--- src/rtl/lcd_char_driver.sv ---
// HD44780-style 8-bit LCD write controller: runs the power-up init sequence, then
// refreshes a 2-line display from an external character buffer, one bus phase per tick.
module lcd_char_driver #(
  parameter int LINE_LEN = 16,
  parameter int CLR_WAIT = 3
) (
  input  logic       clk,
  input  logic       rst,
  input  logic       en_clk1,
  input  logic [7:0] char_data,
  output logic [4:0] char_addr,
  output logic       lcd_rs,
  output logic       lcd_rw,
  output logic       lcd_e,
  output logic [7:0] lcd_data,
  output logic       init_done,
  output logic       frame_done
);

  localparam logic [3:0] S_FSET  = 4'd0;
  localparam logic [3:0] S_DISP  = 4'd1;
  localparam logic [3:0] S_ENTRY = 4'd2;
  localparam logic [3:0] S_CLR   = 4'd3;
  localparam logic [3:0] S_WAIT  = 4'd4;
  localparam logic [3:0] S_L1A   = 4'd5;
  localparam logic [3:0] S_L1C   = 4'd6;
  localparam logic [3:0] S_L2A   = 4'd7;
  localparam logic [3:0] S_L2C   = 4'd8;

  localparam logic [3:0] LAST_COL  = 4'(LINE_LEN - 1);
  localparam logic [7:0] LAST_WAIT = 8'(CLR_WAIT - 1);

  logic [3:0] r_state;
  logic       r_phase;
  logic [3:0] r_col;
  logic [7:0] r_wait;
  logic [4:0] r_addr;
  logic       r_rs;
  logic       r_e;
  logic [7:0] r_data;
  logic       r_init_done;
  logic       r_frame_done;

  logic [7:0] w_byte;
  logic       w_rs;
  logic [3:0] w_next;
  logic       w_last_col;

  assign w_last_col = (r_col == LAST_COL);

  // Byte and register select to put on the bus for the current state.
  always_comb begin
    // NOTE: every combinational output gets a default first so no path infers a latch.
    w_byte = 8'h00;
    w_rs   = 1'b0;
    case (r_state)
      S_FSET:       w_byte = 8'h38;
      S_DISP:       w_byte = 8'h0C;
      S_ENTRY:      w_byte = 8'h06;
      S_CLR:        w_byte = 8'h01;
      S_L1A:        w_byte = 8'h80;
      S_L2A:        w_byte = 8'hC0;
      S_L1C, S_L2C: begin
        w_byte = char_data;
        w_rs   = 1'b1;
      end
      default: ;
    endcase
  end

  always_comb begin
    w_next = S_FSET;
    case (r_state)
      S_FSET:  w_next = S_DISP;
      S_DISP:  w_next = S_ENTRY;
      S_ENTRY: w_next = S_CLR;
      S_CLR:   w_next = S_WAIT;
      S_WAIT:  w_next = S_L1A;
      S_L1A:   w_next = S_L1C;
      S_L1C:   w_next = w_last_col ? S_L2A : S_L1C;
      S_L2A:   w_next = S_L2C;
      S_L2C:   w_next = w_last_col ? S_L1A : S_L2C;
      default: w_next = S_FSET;
    endcase
  end

  always_ff @(posedge clk) begin
    // NOTE: frame_done defaults low every clk so a set lasts exactly one cycle.
    r_frame_done <= 1'b0;
    if (!rst) begin
      r_state     <= S_FSET;
      r_phase     <= 1'b0;
      r_col       <= 4'd0;
      r_wait      <= 8'd0;
      r_addr      <= 5'd0;
      r_rs        <= 1'b0;
      r_e         <= 1'b0;
      r_data      <= 8'h00;
      r_init_done <= 1'b0;
    end else if (en_clk1) begin
      if (r_state == S_WAIT) begin
        if (r_wait == LAST_WAIT) begin
          r_wait      <= 8'd0;
          r_init_done <= 1'b1;
          r_state     <= S_L1A;
        end else begin
          r_wait <= r_wait + 8'd1;
        end
      end else if (!r_phase) begin
        r_rs    <= w_rs;
        r_data  <= w_byte;
        r_e     <= 1'b1;
        r_phase <= 1'b1;
      end else begin
        r_e     <= 1'b0;
        r_phase <= 1'b0;
        r_state <= w_next;
        // The address for the next character is presented a full tick before it is sampled.
        case (r_state)
          S_L1A: r_addr <= 5'h00;
          S_L2A: r_addr <= 5'h10;
          S_L1C, S_L2C: begin
            if (w_last_col) begin
              r_col <= 4'd0;
              if (r_state == S_L2C) r_frame_done <= 1'b1;
            end else begin
              r_col  <= r_col + 4'd1;
              r_addr <= {(r_state == S_L2C), r_col + 4'd1};
            end
          end
          default: ;
        endcase
      end
    end
  end

  assign char_addr  = r_addr;
  assign lcd_rs     = r_rs;
  assign lcd_rw     = 1'b0;
  assign lcd_e      = r_e;
  assign lcd_data   = r_data;
  assign init_done  = r_init_done;
  assign frame_done = r_frame_done;

endmodule

--- config.mk ---
export PLATFORM = sky130hd
export DESIGN_NAME = lcd_char_driver
export DESIGN_NICKNAME = d
export VERILOG_FILES = /design/src/rtl/lcd_char_driver.sv
export SDC_FILE = /design/constraint.sdc
export NUM_CORES = 1
export LEC_CHECK = 0
export ABC_AREA = 1
export CORE_MARGIN = 4
export CORE_UTILIZATION = 50
export CTS_CLUSTER_DIAMETER = 200
export CTS_CLUSTER_SIZE = 10
export DETAILED_ROUTE_END_ITERATION = 6
export PLACE_DENSITY = 0.76
export SKIP_CTS_REPAIR_TIMING = 1
export SYNTH_ARGS = -nofsm -noshare
export SYNTH_HDL_FRONTEND = slang
export SYNTH_SLANG_ARGS = --single-unit
--- constraint.sdc ---
create_clock -name clk -period 1.4 [get_ports clk]
set_input_delay 0.21 -clock clk [delete_from_list [all_inputs] [get_ports clk]]
set_output_delay 0.21 -clock clk [all_outputs]
set_load 0.03 [all_outputs]
==> results.py <==
metrics = {
    "synth": {
        "synthesis.nets": 246,
        "synth_sequential_area_ratio_pct": 39.6,
        "post_synthesis_mean_instance_area_sq_um": 7.19,
        "syn_inst": 232,
        "syn_area_sq_um": 1670,
        "synth.ff_latch_count": 33,
        "post_synth_num_cell_types": 31,
        "ys.warnings.count": 0,
    },
    "timing": {
        "fin_crit_ns": 1.32,
        "totalNegativeSetupSlack_ns": 0,
        "timing.final.hold_violations": 0,
        "achievable-frequency_ghz": 0.760,
        "finClkSkew_ns": 0.0146,
        "slew_viol_final": 0,
        "fin_worst_hold_slack_ns": 0.463,
        "worst_slack_ns": 0.0843,
        "post-route-period-util_pct": 94.0,
        "setup_viol": 0,
    },
    "critical_path": {
        "critical_path.top_delay_family": "simple AND/OR/NAND/NOR gates",
        "worst_path_max_delay_cell": "sky130_fd_sc_hd__dfxtp_2",
        "worstPathRequired_ns": 1.64,
        "critical_path_buf_inv_count": 3,
        "critical-path-top-cell-by-count": "sky130_fd_sc_hd__nand2_1",
        "timing.critical_path.arrival_ns": 1.55,
        "path_cells": "inv_2 -> nor2_4 -> buf_6 -> buf_4 -> nand2_1 -> nand3_1 -> nand3_2 -> nand2_1 -> a21oi_1",
        "critPathMaxFanout": 5,
        "timing_worst_setup_path_type": "reg -> reg",
        "worst_path_largest_cell_delay_ns": 0.35,
        "start_kind": "register",
        "critical_path.endpoint_type": "register",
    },
    "die": {
        "core.rowCount": 20,
        "start_util_pct": 53.4,
        "ios": 29,
        "die_width_um": 65.8,
        "fp.coreArea_sq_um": 3130,
        "die_area_sq_um": 4330,
        "die_ht_um": 65.8,
    },
    "clocking": {
        "numClockSinks": 33,
        "tritoncts": "done",
        "cts_inserted_buffers": 5,
        "clock_tree.htree_level_count": 2,
        "insertion_delay_ns": 0.35,
        "clock-root-buffer": "sky130_fd_sc_hd__clkbuf_4",
        "cts.reportedPaths.clkPinSlew_ns": 0.10,
        "clock_path_buffers": 2,
    },
    "cells_and_area": {
        "final_cell_mix": "sky130_fd_sc_hd__nand2_1, sky130_fd_sc_hd__dfxtp_1, sky130_fd_sc_hd__a21oi_1",
        "n_antenna_cell": 0,
        "synthesis_to_finish_area_growth_pct": 37.2,
        "layout-drive-gt1-share_pct": 22.9,
        "nets": 292,
        "mostFrequentLayoutCell": "sky130_fd_sc_hd__nand2_1",
    },
    "drt": {
        "route.detailed.wl_per_inst_um": 11.9,
        "route.detailed.drc": 0,
        "via_count": 1600,
        "avgViaCountPerCell": 4.95,
        "final_ant_viol_nets": 0,
        "drt_pass1_iterations": 4,
        "finalWirelength_mm": 3.83,
        "detailedRoute.firstIterationViolations": 104,
    },
    "global_routing": {
        "groute.layer.met1.usage_pct": 23.5,
        "grt_pass1_wl_mm": 6.34,
        "globalRouteOverflowTotal": 0,
        "grt_antenna_before_repair": 0,
        "first_global_vias": 1460,
        "met2_usage_in_global_routing_pct": 30.3,
        "global_route.usage.total_pct": 18.8,
        "globalRoute.busiestLayer": "met2",
        "met3_usage_pct": 5.61,
        "largest_net_degree_at_the_start_of_global_routing": 13,
    },
    "power": {
        "vdd.ir_drop.worst_uv": 795,
        "power_density_nw_per_um2": 972,
        "power.static_leakage_uw": 0.00122,
    },
    "job": {
        "max_cap_viol_count": 0,
    },
    "place": {
        "post-dp-hpwl_mm": 2.79,
        "gpl_congestion": 0.938,
        "port_buffers": 27,
        "dp_worst_setup_slack_ns": -0.127,
    },
    "min_path": {
        "holdCritPathClass": "reg -> reg",
    },
    "run_status": {
        "status": "complete, no violations",
    },
}
## area by class of cell
cell class | count | area [sq um]
multi-input cells | 172 | 902
fillers | 239 | 838
flip-flops and latches | 33 | 673
repair buffers | 45 | 468
inverters | 21 | 88.8
clock inverters | 3 | 65.1
well taps | 44 | 55.1
clock buffers | 5 | 37.5
## synthesized netlist by cell type
cell / n / area (sq um)
sky130_fd_sc_hd__nor2_1: 23 / 86.3
sky130_fd_sc_hd__nor2_8: 1 / 20.0
sky130_fd_sc_hd__nand2_1: 68 / 255
sky130_fd_sc_hd__inv_2: 3 / 11.3
sky130_fd_sc_hd__or2_2: 1 / 6.26
sky130_fd_sc_hd__nand3_2: 1 / 10.0
sky130_fd_sc_hd__dfxtp_1: 33 / 661
sky130_fd_sc_hd__nand3_1: 13 / 65.1
sky130_fd_sc_hd__clkbuf_1: 1 / 3.75
sky130_fd_sc_hd__buf_1: 1 / 3.75
sky130_fd_sc_hd__buf_6: 1 / 11.3
sky130_fd_sc_hd__nand4_1: 3 / 18.8
sky130_fd_sc_hd__o21ai_2: 1 / 8.76
sky130_fd_sc_hd__nor3_1: 4 / 20.0
sky130_fd_sc_hd__buf_8: 1 / 15.0
sky130_fd_sc_hd__o21ai_0: 6 / 30.0
sky130_fd_sc_hd__nand2_4: 3 / 33.8
sky130_fd_sc_hd__nand2_2: 5 / 31.3
sky130_fd_sc_hd__xor2_1: 4 / 35.0
sky130_fd_sc_hd__ha_1: 3 / 37.5
sky130_fd_sc_hd__conb_1: 1 / 3.75
sky130_fd_sc_hd__buf_4: 2 / 15.0
sky130_fd_sc_hd__a21oi_2: 3 / 26.3
sky130_fd_sc_hd__inv_1: 17 / 63.8
sky130_fd_sc_hd__nand3_4: 1 / 17.5
sky130_fd_sc_hd__nor2_2: 3 / 18.8
sky130_fd_sc_hd__o21ai_1: 2 / 10.0
sky130_fd_sc_hd__nor2_4: 1 / 11.3
sky130_fd_sc_hd__a21oi_1: 24 / 120
sky130_fd_sc_hd__nor3b_2: 1 / 12.5
sky130_fd_sc_hd__inv_4: 1 / 6.26
## kinds of logic (layout without fill, tap and decap cells)
logic type	after synthesis	after routing	synth area share, %
compound gates	36	36	11.7
xor+xnor	4	4	2.10
fa+ha+maj	3	3	2.25
buf+inv	27	74	7.80
flops	33	33	39.6
other cells	1	1	0.225
simple gates	128	128	36.4
## registers in the layout, summed over array words and instances (netlist names), 4 cells and up
signal and count:
lcd_data 8, r_wait 8, r_col 4, r_state 4, char_addr 5
## worst reg2reg max path, stage by stage, from the launching register on
cell	delay, ns
sky130_fd_sc_hd__dfxtp_2	0.35
sky130_fd_sc_hd__inv_2	0.04
sky130_fd_sc_hd__nor2_4	0.15
sky130_fd_sc_hd__buf_6	0.13
sky130_fd_sc_hd__buf_4	0.10
sky130_fd_sc_hd__nand2_1	0.07
sky130_fd_sc_hd__nand3_1	0.10
sky130_fd_sc_hd__nand3_2	0.14
sky130_fd_sc_hd__nand2_1	0.09
sky130_fd_sc_hd__a21oi_1	0.05
## worst paths after layout
kind | startpoint | endpoint | slack (ns) | cells after the start
hold / removal | init_done$_SDFFE_PN0P_ | init_done$_SDFFE_PN0P_ | 0.46 | 2
setup / recovery | r_state[2]$_SDFFE_PN0P_ | char_addr[0]$_SDFFE_PN0P_ | 0.08 | 9
hold reg to reg | init_done$_SDFFE_PN0P_ | init_done$_SDFFE_PN0P_ | 0.46 | 2
setup reg to reg | r_state[2]$_SDFFE_PN0P_ | char_addr[0]$_SDFFE_PN0P_ | 0.08 | 9
## per-layer routing
metal | share of wire, % | vias up
li1 | - | 840
met1 | 46 | 716
met2 | 47 | 36
met3 | 5.3 | 8
met4 | 1.2 | 0
met5 | 0 | -
## report_power, final
part	switching (uW)	internal, uW	total (uW)
registers	18.4	966	985
clock network	342	553	895
logic	199	147	346
## metrics by stage
stage	std cells	instance area (sq um)	total power, uW	util [%]
after CTS	320	2170	2200	69.5
after detailed placement	312	2070	1330	66.2
after global routing	323	2290	2320	73.2
after floorplan	232	1670	1200	-
after global placement	312	2070	1320	66.2
final	323	2290	2230	73.2
Power figures use the tool's default switching activity.
==> variant 1 (same flow settings) <==
Put one more register stage on the output `lcd_data`. The value now appears one clock later. The other outputs are not delayed to match.
--- a/src/rtl/lcd_char_driver.sv
+++ b/src/rtl/lcd_char_driver.sv
@@ -140,3 +140,5 @@
   assign lcd_e      = r_e;
-  assign lcd_data   = r_data;
+  always_ff @(posedge clk) begin
+    lcd_data <= r_data;
+  end
   assign init_done  = r_init_done;
Behaviour: not the same (Yosys sat finds a counterexample within 4 cycles, from zero or initial values and one cycle with rst low).
==> variant 1 against the original RTL <==
Area after synthesis up 4.4%; critical path type unchanged; largest power group unchanged; critical endpoint is now r_wait[2]$_SDFFE_PN0P_; total power down 3.7%; sequential cell count up 8; global-route usage down 0.81 points; design area up 4.7%; first-iteration DRC count down 30%; setup slack worse by 0.0086 ns; routed wire length down 1.8%.
==> variant 1: results (changes against the original RTL) <==
Place
  • GPL Wtd Cong: 0.849 (-9.5%)
  • DP Worst Slack: -0.142 ns (-0.0157 ns)
  • Dpl hpwl: 2740 um (-1.8%)

Global route
  • Vias in the first global route: 1424 (-2.5%)
  • GRT Total Usage: 0.180 (-0.00813)
  • First-pass GRT wire length: 6050 um (-4.6%)
  • Largest net degree at the start of global routing: 15 (+2)

Worst hold path
  • Hold Path Depth: 0 (-2)
  • Worst Hold Path EP: lcd_data[3]$_DFF_P_
  • Hold_sp: r_data[3]$_SDFFE_PN0P_

Power and ir drop
  • Int Pwr: 1.59 mW (-4.7%)
  • Leak Pwr: 1.24 nW (+2.0%)
  • Clock power frac: 0.271 (-0.131)
  • Worst VDD drop: 612 uV (-23%)
  • Seq pwr: 1.23 mW (+25%)
  • Switching power: 554 uW (-0.88%)

Yosys
  • Fraction of the yosys area taken by sequential cells: 0.471 (+0.0751)
  • Post-Syn Nets: 250 (+1.6%)
  • Ranking of synthesized cells by area: dfxtp_1 (47%), nand2_1 (16%), a21oi_1 (7.2%), nand3_1 (4.3%), nor2_1 (4.3%)
  • Post-synth top cells: nand2_1 (73), dfxtp_1 (41), a21oi_1 (25)

Timing
  • Final Cycle Share: 0.946 (+0.00614)
  • Setup skew after layout: 0.0102 ns (-0.00434 ns)

Worst setup path
  • Worst-path fanout max: 8 (+3)
  • Worst r2r path cells: 7 (-2)
  • Setup crit end: r_wait[2]$_SDFFE_PN0P_

Finish
  • Fin nets: 298 (+2.1%)
  • Fillers: 301 (+26%)

Detailed routing
  • Routed WL: 3770 um (-1.8%)
  • Routed wl met3: 152 um (-25%)
  • Via count: 1578 (-1.4%)

Status
  • Status: complete, no violations
==> variant 1: kinds of logic (layout without fill, tap and decap cells) <==
kind of cell,Yosys count,in the layout,synth area share
other cells,1,1,0.00215
fa+ha+maj,3,3,0.0215
simple gates,130,130,0.332
compound gates,32,32,0.0919
buf+inv,26,74,0.0668
flops,41,41,0.471
xor+xnor,3,3,0.0151
==> variant 1: layout make-up <==
cell class	instances	area, um^2	area share
inverter	21	83.8	0.0350
sequential	41	835	0.348
clock buffer	7	55.1	0.0230
multi-input combinational	169	895	0.373
tap	46	57.6	0.0240
timing repair buffer	46	472	0.197
==> variant 1: through the flow <==
step | instance area (um^2) | std cells
after floorplan | 1740 | 236
after global placement | 2170 | 320
after detailed placement | 2170 | 320
after CTS | 2220 | 327
after global routing | 2400 | 330
final | 2400 | 330
==> variant 1: routing by layer <==
metal  track usage  vias to the layer above
li1              -                      845
met1         0.228                      697
met2         0.276                       29
met3        0.0438                        7
met4        0.0987                        0
met5             0                        -
==> variant 2 (same settings) <==
Made on the original files. Set the parameter `LINE_LEN` to 12 (it was 16).
--- a/src/rtl/lcd_char_driver.sv
+++ b/src/rtl/lcd_char_driver.sv
@@ -3,3 +3,3 @@
 module lcd_char_driver #(
-  parameter int LINE_LEN = 16,
+  parameter int LINE_LEN = 12,
   parameter int CLR_WAIT = 3
Formal check against the unedited RTL: same outputs for any inputs over 10 cycles, from zero or initial values and one cycle with rst low; that may be too few to reach the edited logic, so the function may still have changed.
==> variant 2 against the original RTL <==
Total power fell by 13%; largest cell class unchanged; setup slack got worse by 0.016 ns; clock skew fell by 0.0023 ns; largest power group unchanged; routed wire length fell by 6.5%; design area fell by 2.4%; area after synthesis fell by 1.0%; sequential cell count did not move; worst hold slack got worse by 0.010 ns.
==> variant 2: results (changes against the original RTL) <==
Place
  • GPL Wtd Cong: 0.907 (-3.3%)
  • Dpl hpwl: 2570 um (-7.8%)
  • DP Worst Slack: -0.0773 ns (+0.0493 ns)
  • Post-DP Area: 2080 um^2 (+0.42%)
  • IO buf count: 27 (unchanged)
  • Placed instance count: 313 (+0.32%)

Yosys
  • Fraction of the yosys area taken by sequential cells: 0.400 (+0.00420)
  • Synth Area per Inst: 7.12 um^2 (-1.0%)
  • Post-synth top cells: nand2_1 (70), dfxtp_1 (33), a21oi_1 (27)
  • Ranking of synthesized cells by area: dfxtp_1 (40%), nand2_1 (16%), a21oi_1 (8.2%), nor2_1 (5.7%), nand3_1 (3.6%)
  • Complex-gate fraction of the synthesized area: 0.109 (-0.00785)
  • Synth Area in Adders: 0.0227 (+0.000239)
  • Cell variety after synth: 28 (-9.7%)
  • XOR/XNOR Fraction of Synth Area: 0.0212 (+0.000223)

Detailed routing
  • Drt initial violations: 95 (-8.7%)
  • M1 WL: 1750 um (-1.2%)
  • Met2 Routed Length: 1600 um (-12%)
  • Vias per cell: 4.90 (-1.2%)
  • Routed wl met3: 190 um (-6.4%)
  • Drt pass-1 iters: 5 (+1)
  • WL per Instance: 11.1 um (-6.8%)
  • Via count: 1586 (-0.88%)

Global route
  • Largest net degree at the start of global routing: 26 (+13)
  • Vias in the first global route: 1375 (-5.8%)
  • GRT Total Usage: 0.178 (-0.00998)
  • First-pass GRT wire length: 5840 um (-7.8%)

Finish
  • Layout area overhead: 35.4%
  • Seq area share: 0.298 (+0.00428)
  • # clk buffers: 7 (+2)
  • Fillers: 282 (+18%)
  • Fraction of area in multi-input gates: 0.397 (+0.00333)
  • Nonclk inv count: 20 (-4.8%)
  • Comb_multi_in: 173 (+0.58%)
  • Non-Clock Buffer Area Fraction: 0.215 (+0.0105)
  • Layout cells sized above 1: 0.189 (-0.0401)
  • Signal buffers: 46 (+2.2%)
  • Fin nets: 293 (+0.34%)
  • Diode count: 0 (unchanged)
  • ClkCell Share: 0.0313 (-0.0135)

Clock network
  • Clock Sinks: 33 (unchanged)

Worst setup path
  • Crit path arrival time: 1.62 ns (+0.07 ns)
  • Worst-path fanout max: 7 (+2)
  • Critical path's slowest cell: dfxtp_1
  • Delay-heaviest family, CP: simple AND/OR/NAND/NOR gates

Timing
  • Setup skew after layout: 0.0123 ns (-0.00231 ns)
  • Fin. max-slew vios: 0 (unchanged)

Status
  • Status: complete, no violations

Power and ir drop
  • Leak Pwr: 1.17 nW (-4.0%)
  • Worst VDD drop: 710 uV (-11%)
-- variant 2: final timing paths --
| kind | from | to | slack (ns) | cells after the start |
|---|---|---|---|---|
| worst max-delay path | r_state[2]$_SDFFE_PN0P_ | char_addr[1]$_SDFFE_PN0P_ | 0.07 | 8 |
| worst min-delay path | init_done$_SDFFE_PN0P_ | init_done$_SDFFE_PN0P_ | 0.45 | 2 |
| worst max register to register | r_state[2]$_SDFFE_PN0P_ | char_addr[1]$_SDFFE_PN0P_ | 0.07 | 8 |
| worst min register to register | init_done$_SDFFE_PN0P_ | init_done$_SDFFE_PN0P_ | 0.45 | 2 |
-- variant 2: report_power, final --
part,total [mW],leakage [nW],switching [mW],internal (mW)
clock network,0.638,0.0413,0.347,0.291
logic,0.324,0.859,0.186,0.138
registers,0.983,0.269,0.0177,0.966
total,1.95,1.17,0.550,1.39
-- variant 2: layer usage --
metal / vias to the layer above / track usage
met5: - / 0
met4: 0 / 0.0622
met3: 7 / 0.0667
met2: 37 / 0.274
met1: 701 / 0.226
li1: 841 / -
